===== src/rtl/pc_pkg.sv =====
// Shared definitions for the program-counter sequencer.
// Holds the run-control state encoding, the per-program base addresses,
// the reserved program-select code and the default counter widths.
package pc_pkg;

    localparam int PC_W_DEF  = 10;
    localparam int CNT_W_DEF = 16;

    typedef enum logic [1:0] {
        IDLE = 2'd0,
        RUN  = 2'd1,
        DONE = 2'd2
    } pc_state_t;

    localparam int unsigned PROG_BASE [3] = '{0, 200, 400};

    // This select code has no program behind it; a start with it ends at once with a fault.
    localparam logic [1:0] PROG_SEL_INVALID = 2'd3;

    function automatic int unsigned prog_base(input logic [1:0] sel);
        case (sel)
            2'd1:    return PROG_BASE[1];
            2'd2:    return PROG_BASE[2];
            default: return PROG_BASE[0];
        endcase
    endfunction

endpackage


===== src/rtl/pc_sequencer_sat_counter.sv =====
// Saturating up-counter with synchronous clear.
// Ports:
//   i_clk     clock
//   i_rst_n   asynchronous active-low reset
//   i_clear   load zero (takes priority over i_enable)
//   i_enable  count up by one, holding at all-ones
//   o_count   current count
module sat_counter #(
    parameter int W = 16
) (
    input  logic         i_clk,
    input  logic         i_rst_n,
    input  logic         i_clear,
    input  logic         i_enable,
    output logic [W-1:0] o_count
);

    logic [W-1:0] r_count;

    always_ff @(posedge i_clk or negedge i_rst_n) begin
        if (!i_rst_n) begin
            r_count <= '0;
        end else if (i_clear) begin
            r_count <= '0;
        end else if (i_enable && (r_count != {W{1'b1}})) begin
            r_count <= r_count + 1'b1;
        end
    end

    assign o_count = r_count;

endmodule


===== src/rtl/pc_sequencer.sv =====
// Program-counter and run-control block for the correction-decoder core.
// Ports:
//   i_clk, i_reset         clock, asynchronous active-low reset
//   i_start, i_prog_sel    run request and program select (taken together)
//   i_halt                 current instruction is HALT
//   i_branch, i_address    branch decision and absolute target
//   i_stall                freeze pc this cycle
//   o_pc, o_fetch_en       fetch address and instruction-memory read enable
//   o_busy, o_done         running / finished (level)
//   o_fault                abnormal end, valid while o_done
//   o_cycle_count          edges spent in RUN (saturating)
//
// state | meaning
// IDLE  | out of reset, waiting for start
// RUN   | fetching; pc advances, branches or holds
// DONE  | finished; pc and cycle count held for readout until next start
module pc_sequencer
    import pc_pkg::*;
#(
    parameter int PC_W  = PC_W_DEF,
    parameter int CNT_W = CNT_W_DEF
) (
    input  logic             i_clk,
    input  logic             i_reset,
    input  logic             i_start,
    input  logic [1:0]       i_prog_sel,
    input  logic             i_halt,
    input  logic             i_branch,
    input  logic [PC_W-1:0]  i_address,
    input  logic             i_stall,
    output logic [PC_W-1:0]  o_pc,
    output logic             o_fetch_en,
    output logic             o_busy,
    output logic             o_done,
    output logic             o_fault,
    output logic [CNT_W-1:0] o_cycle_count
);

    pc_state_t       r_state;
    logic [PC_W-1:0] r_pc;
    logic            r_fault;

    pc_state_t       w_state_nxt;
    logic [PC_W-1:0] w_pc_nxt;
    logic            w_fault_nxt;
    logic            w_cnt_clr;
    logic            w_cnt_en;
    logic [PC_W-1:0] w_base;

    assign w_base = PC_W'(prog_base(i_prog_sel));

    always_ff @(posedge i_clk or negedge i_reset) begin
        if (!i_reset) begin
            r_state <= IDLE;
            r_pc    <= '0;
            r_fault <= 1'b0;
        end else begin
            r_state <= w_state_nxt;
            r_pc    <= w_pc_nxt;
            r_fault <= w_fault_nxt;
        end
    end

    always_comb begin
        w_state_nxt = r_state;
        w_pc_nxt    = r_pc;
        w_fault_nxt = r_fault;
        w_cnt_clr   = 1'b0;
        case (r_state)
            IDLE, DONE: begin
                if (i_start) begin
                    w_cnt_clr = 1'b1;
                    if (i_prog_sel == PROG_SEL_INVALID) begin
                        w_state_nxt = DONE;
                        w_fault_nxt = 1'b1;
                    end else begin
                        w_state_nxt = RUN;
                        w_pc_nxt    = w_base;
                        w_fault_nxt = 1'b0;
                    end
                end
            end
            RUN: begin
                // Stall masks halt and branch entirely; they are re-seen next cycle.
                if (!i_stall) begin
                    if (i_halt) begin
                        w_state_nxt = DONE;
                        w_fault_nxt = 1'b0;
                    end else if (i_branch) begin
                        w_pc_nxt = i_address;
                    end else if (r_pc == {PC_W{1'b1}}) begin
                        // Running off the end of program space: stop rather than wrap.
                        w_state_nxt = DONE;
                        w_fault_nxt = 1'b1;
                    end else begin
                        w_pc_nxt = r_pc + 1'b1;
                    end
                end
            end
            default: begin
                w_state_nxt = IDLE;
            end
        endcase
    end

    // Every RUN edge counts, stalled ones and the exit edge included.
    assign w_cnt_en = (r_state == RUN);

    sat_counter #(
        .W (CNT_W)
    ) u_cycle_cnt (
        .i_clk    (i_clk),
        .i_rst_n  (i_reset),
        .i_clear  (w_cnt_clr),
        .i_enable (w_cnt_en),
        .o_count  (o_cycle_count)
    );

    assign o_pc       = r_pc;
    assign o_busy     = (r_state == RUN);
    assign o_done     = (r_state == DONE);
    assign o_fault    = r_fault;
    assign o_fetch_en = (r_state == RUN) && !i_stall;

endmodule


===== config.mk =====
export PLATFORM = sky130hd
export DESIGN_NAME = pc_sequencer
export DESIGN_NICKNAME = d
export VERILOG_FILES = /design/src/rtl/pc_pkg.sv /design/src/rtl/pc_sequencer_sat_counter.sv /design/src/rtl/pc_sequencer.sv
export SDC_FILE = /design/constraint.sdc
export NUM_CORES = 1
export LEC_CHECK = 0
export BUFFER_PORTS_ARGS = -buffer_cell sky130_fd_sc_hd__buf_2
export CAP_MARGIN = 20
export CORE_ASPECT_RATIO = 1.1
export CORE_MARGIN = 1.5
export CORE_UTILIZATION = 55
export CTS_BUF_LIST = sky130_fd_sc_hd__clkbuf_8
export CTS_CLUSTER_DIAMETER = 40
export CTS_CLUSTER_SIZE = 16
export DETAILED_ROUTE_END_ITERATION = 16
export HOLD_SLACK_MARGIN = 0.05
export PLACE_DENSITY = 0.88
export SYNTH_ARGS = -nofsm -noshare
export SYNTH_HDL_FRONTEND = slang
export SYNTH_SLANG_ARGS = --single-unit

===== constraint.sdc =====
create_clock -name i_clk -period 2.25 [get_ports i_clk]
set_input_delay 0.3375 -clock i_clk [delete_from_list [all_inputs] [get_ports i_clk]]
set_output_delay 0.3375 -clock i_clk [all_outputs]
set_load 0.005 [all_outputs]

==> metrics list <==
- Maximum single-stage delay on the critical path: 0.43 ns
* Count of different cell masters after synthesis: 54
- Ys async rst share: 100%
- In this run the tool buffered the top-level ports with 47 buffer cells.
* Worst Max-Slew Pin Slew: 0.670 ns
- Number of primary I/O pins: 48
- Hold Slack: 0.0770 ns
- Across the run, the number of max-cap violations was 0.
* DRC errors left: 0
- Vias after detailed routing: 1,867
* Synthesized area per cell: 9.47 µm²
- Number of antenna violations at the first check in global routing: 0
* Clock Latency Late Sink: 0.29 ns
- After synthesis the cells add up to 1960 µm².
* Crit. End Element: flop
- Once the clock tree was built, the setup fixing pass inserted 0 buffers.
* Synthesized netlist cell count: 207
* Seq/Total Area, Yosys: 37.0%
- Number of setup violations in the final report: 0
- Total global-route track usage: 26.3%
- Final clock skew: 0.00372 ns
- Number of sinks handled by clock tree synthesis: 29
- The number of pins exceeding their max-slew limit in the final report was 0.
* Number of detailed-routing iterations run before antenna repair: 4
- For this run the aggregate overflow at the end of global routing stands at 0.
- Gates resized, CTS repair: 0
- Number of filler cells placed in the layout: 303
* Count of standard-cell rows: 22
* Final Power: 2090 µW
- The worst setup path is launched from a flop.
* Clock transition time at the flip-flop clock pins of the worst setup and hold paths: 0.06 ns
- CP max FO: 8
- Root Buffer: sky130_fd_sc_hd__clkbuf_8
- Crit Path Category: flop to flop
- Pin count of the biggest net entering global routing: 30
* Clock period minus worst slack: 1.98 ns
- Register bit count reported by yosys: 29
- Count of flip-flops with a built-in enable after synthesis: 0
- Leak Pwr: 0.00106 µW
- Clock H-tree levels: 2
- Die outline height: 65.6 µm
- Class of the tightest hold or removal check: input port to asynchronous set/reset pin
- Die area: 3930 µm²
* Dominant synthesized flop cell: sky130_fd_sc_hd__dfrtp_1
- In this run the power density over the cells is 907 nW/µm².
- Starting DRT DRC Count: 97
- Cell-by-cell trace of the critical path: ha_1 > nand4_1 > o31ai_4 > o21ai_2 > mux2_1
- Achievable Freq: 505 MHz
* Half-perimeter wire length after detailed placement: 3.40 mm
- Antenna cell count: 0
* Syn Nets: 230
- Area added between synthesis and finish: 17.4%
* Number of global-route vias before repair: 1,663
- Setup repair after global routing left no endpoint under its margin.
- Data required time at the worst endpoint: 2.42 ns
- Clock tree synthesis inserted a total of 5 buffers.
- Setup slack on the critical path of the routed design comes to 0.269 ns.
* Post-route ant nets: 0
* Post-place setup slack: 0.322 ns
- Final critical-path share of the clock period: 88.0%
- Headroom to the max-slew limit came out at 55.3%.
- Total negative slack for setup checks: 0 ns
- On the critical path, the stage with the largest delay is an instance of sky130_fd_sc_hd__dfrtp_1.
* Fraction of final layout cells with drive strength greater than 1: 27.1%
- The longest clock path from root to sink contains 2 buffers.
* Initial standard-cell utilization of the core: 57.9%
* Average via count per standard cell: 6.16
- Worst endpoint data arrival time: 2.15 ns
* Max rail drop VDD: 0.527 mV
- The Yosys step of the flow raised 0 warnings.
* Detailed Route WL: 4.73 mm
- GP Congestion: 0.960
- Post-DR wirelength/cell: 15.6 µm
- Wire length of the first global-routing pass: 7.86 mm
* Clock tree from TritonCTS: yes
- The final-report hold violation count is 0.
* Area of the core: 3390 µm²
- Outcome: finished clean
- CTS Hold Bufs: 0
- Die X-Extent: 59.9 µm
- Final net count: 277
==> cell type report <==
type / instances / area, µm² / share of cell area (%)
repair buffers: 50 / 258 / 11.2
clock buffers: 7 / 96.3 / 4.18
well taps: 48 / 60.1 / 2.61
clock inverters: 1 / 5.00 / 0.217
inverters: 6 / 22.5 / 0.978
multi-input cells: 162 / 1130 / 49.3
flip-flops and latches: 29 / 726 / 31.5
==> path summary, 6_finish.rpt <==
| path | startpoint | endpoint | slack [ns] | depth (start not counted) |
|---|---|---|---|---|
| min in group i_clk | i_stall | r_state[0] | 0.32 | 2 |
| max reg2reg | o_pc[0] | o_pc[4] | 0.27 | 5 |
| min | i_reset | u_cycle_cnt.o_count[1] | 0.08 | 1 |
| min reg2reg | u_cycle_cnt.o_count[4] | u_cycle_cnt.o_count[4] | 0.52 | 1 |
| max | o_pc[0] | o_pc[4] | 0.27 | 5 |
| max in group asynchronous | i_reset | o_pc[6] | 1.74 | 1 |
==> placed cells by master (no fill, tap or decap), types with 3 or more instances in the layout <==
master                      count
sky130_fd_sc_hd__nor3_1         3
sky130_fd_sc_hd__nand4_1        7
sky130_fd_sc_hd__mux2_1         4
sky130_fd_sc_hd__or4_1          6
sky130_fd_sc_hd__o31a_1         3
sky130_fd_sc_hd__buf_4          3
sky130_fd_sc_hd__inv_1          6
sky130_fd_sc_hd__nand3_1       14
sky130_fd_sc_hd__o22ai_1        3
sky130_fd_sc_hd__nor2_1         5
sky130_fd_sc_hd__o31ai_1       10
sky130_fd_sc_hd__and3_1         3
sky130_fd_sc_hd__ha_1           5
sky130_fd_sc_hd__clkbuf_8       7
sky130_fd_sc_hd__buf_2         47
sky130_fd_sc_hd__nand2b_1       6
sky130_fd_sc_hd__o21ai_0        5
sky130_fd_sc_hd__a21oi_1       16
sky130_fd_sc_hd__nor3b_1        3
sky130_fd_sc_hd__nand2_1       14
sky130_fd_sc_hd__dfrtp_1       29
sky130_fd_sc_hd__nor4_1         3
sky130_fd_sc_hd__and3_2         3
sky130_fd_sc_hd__and4_1         5
sky130_fd_sc_hd__or3_1          3
sky130_fd_sc_hd__o211ai_1       4
sky130_fd_sc_hd__o2bb2ai_1      4
sky130_fd_sc_hd__mux2i_1        6
==> stage by stage <==
step / cells / instance area (µm²) / utilization, %
global placement: 295 / 2200 / 65.0
detailed placement: 295 / 2200 / 65.0
finish: 303 / 2300 / 68.0
CTS: 303 / 2300 / 68.0
global route: 303 / 2300 / 68.0
floorplan: 207 / 1960 / -
==> cell families after synthesis <==
group / after synthesis / share of synthesized area [%]
DFF: 29 / 37.0
muxes: 10 / 5.36
adders and majority gates: 5 / 3.19
AOI/OAI and AO/OA: 57 / 20.6
buffers and inverters: 16 / 5.10
xor gates and xnor gates: 2 / 0.894
and+or+nand+nor: 88 / 27.8
==> power by group <==
part | internal, µW | total, µW | leakage (µW) | switching, µW
Sequential | 646 | 834 | 0.000387 | 189
Combinational | 354 | 770 | 0.000623 | 416
Clock | 276 | 485 | 0.0000542 | 209
Total | 1280 | 2090 | 0.00106 | 814
==> Yosys cell counts (all sizes together), types with 2 or more instances <==
| cell | number | area share, % |
|---|---|---|
| nor4 | 3 | 0.96 |
| o311ai | 2 | 0.89 |
| and2b | 2 | 0.83 |
| nand2b | 6 | 1.9 |
| a31oi | 2 | 0.64 |
| o31a | 3 | 1.3 |
| o2bb2ai | 4 | 1.8 |
| nand4 | 8 | 2.9 |
| o21ai | 6 | 1.7 |
| and2 | 3 | 1.0 |
| o211ai | 4 | 1.5 |
| or3 | 3 | 0.96 |
| a21oi | 16 | 4.1 |
| or4 | 6 | 2.3 |
| and3 | 6 | 2.1 |
| buf | 4 | 2.1 |
| clkbuf | 4 | 0.77 |
| mux2i | 6 | 3.1 |
| mux2 | 4 | 2.3 |
| o31ai | 11 | 4.9 |
| and4 | 6 | 2.8 |
| xor2 | 2 | 0.89 |
| nor3 | 3 | 0.77 |
| o22ai | 3 | 0.96 |
| ha | 5 | 3.2 |
| dfrtp | 29 | 37 |
| inv | 6 | 1.1 |
| nor3b | 3 | 1.1 |
| nand2 | 14 | 2.7 |
| nor2 | 5 | 0.96 |
| nand3 | 14 | 3.6 |
==> flip-flops by register name (all words and copies together), names as in the netlist <==
| name | flops |
|---|---|
| u_cycle_cnt.o_count | 16 |
| o_pc | 10 |
| r_state | 2 |
| o_fault | 1 |
==> worst max-delay path, delay by kind of cell, from the launching register on <==
family,cells,cell delay (ns)
muxes,1,0.35
AOI/OAI and AO/OA,2,0.54
adders and majority gates,1,0.27
DFF,1,0.43
and+or+nand+nor,1,0.27
==> routing by layer <==
metal  vias to the layer above  track usage (%)  share of wire [%]
met2                        73             39.4                 47
met1                       884             36.5                 45
met4                         0             10.6                1.6
met5                         -                0                  0
li1                        902                -                  -
met3                         8             5.91                6.7
(Power assumes the default switching activity.)
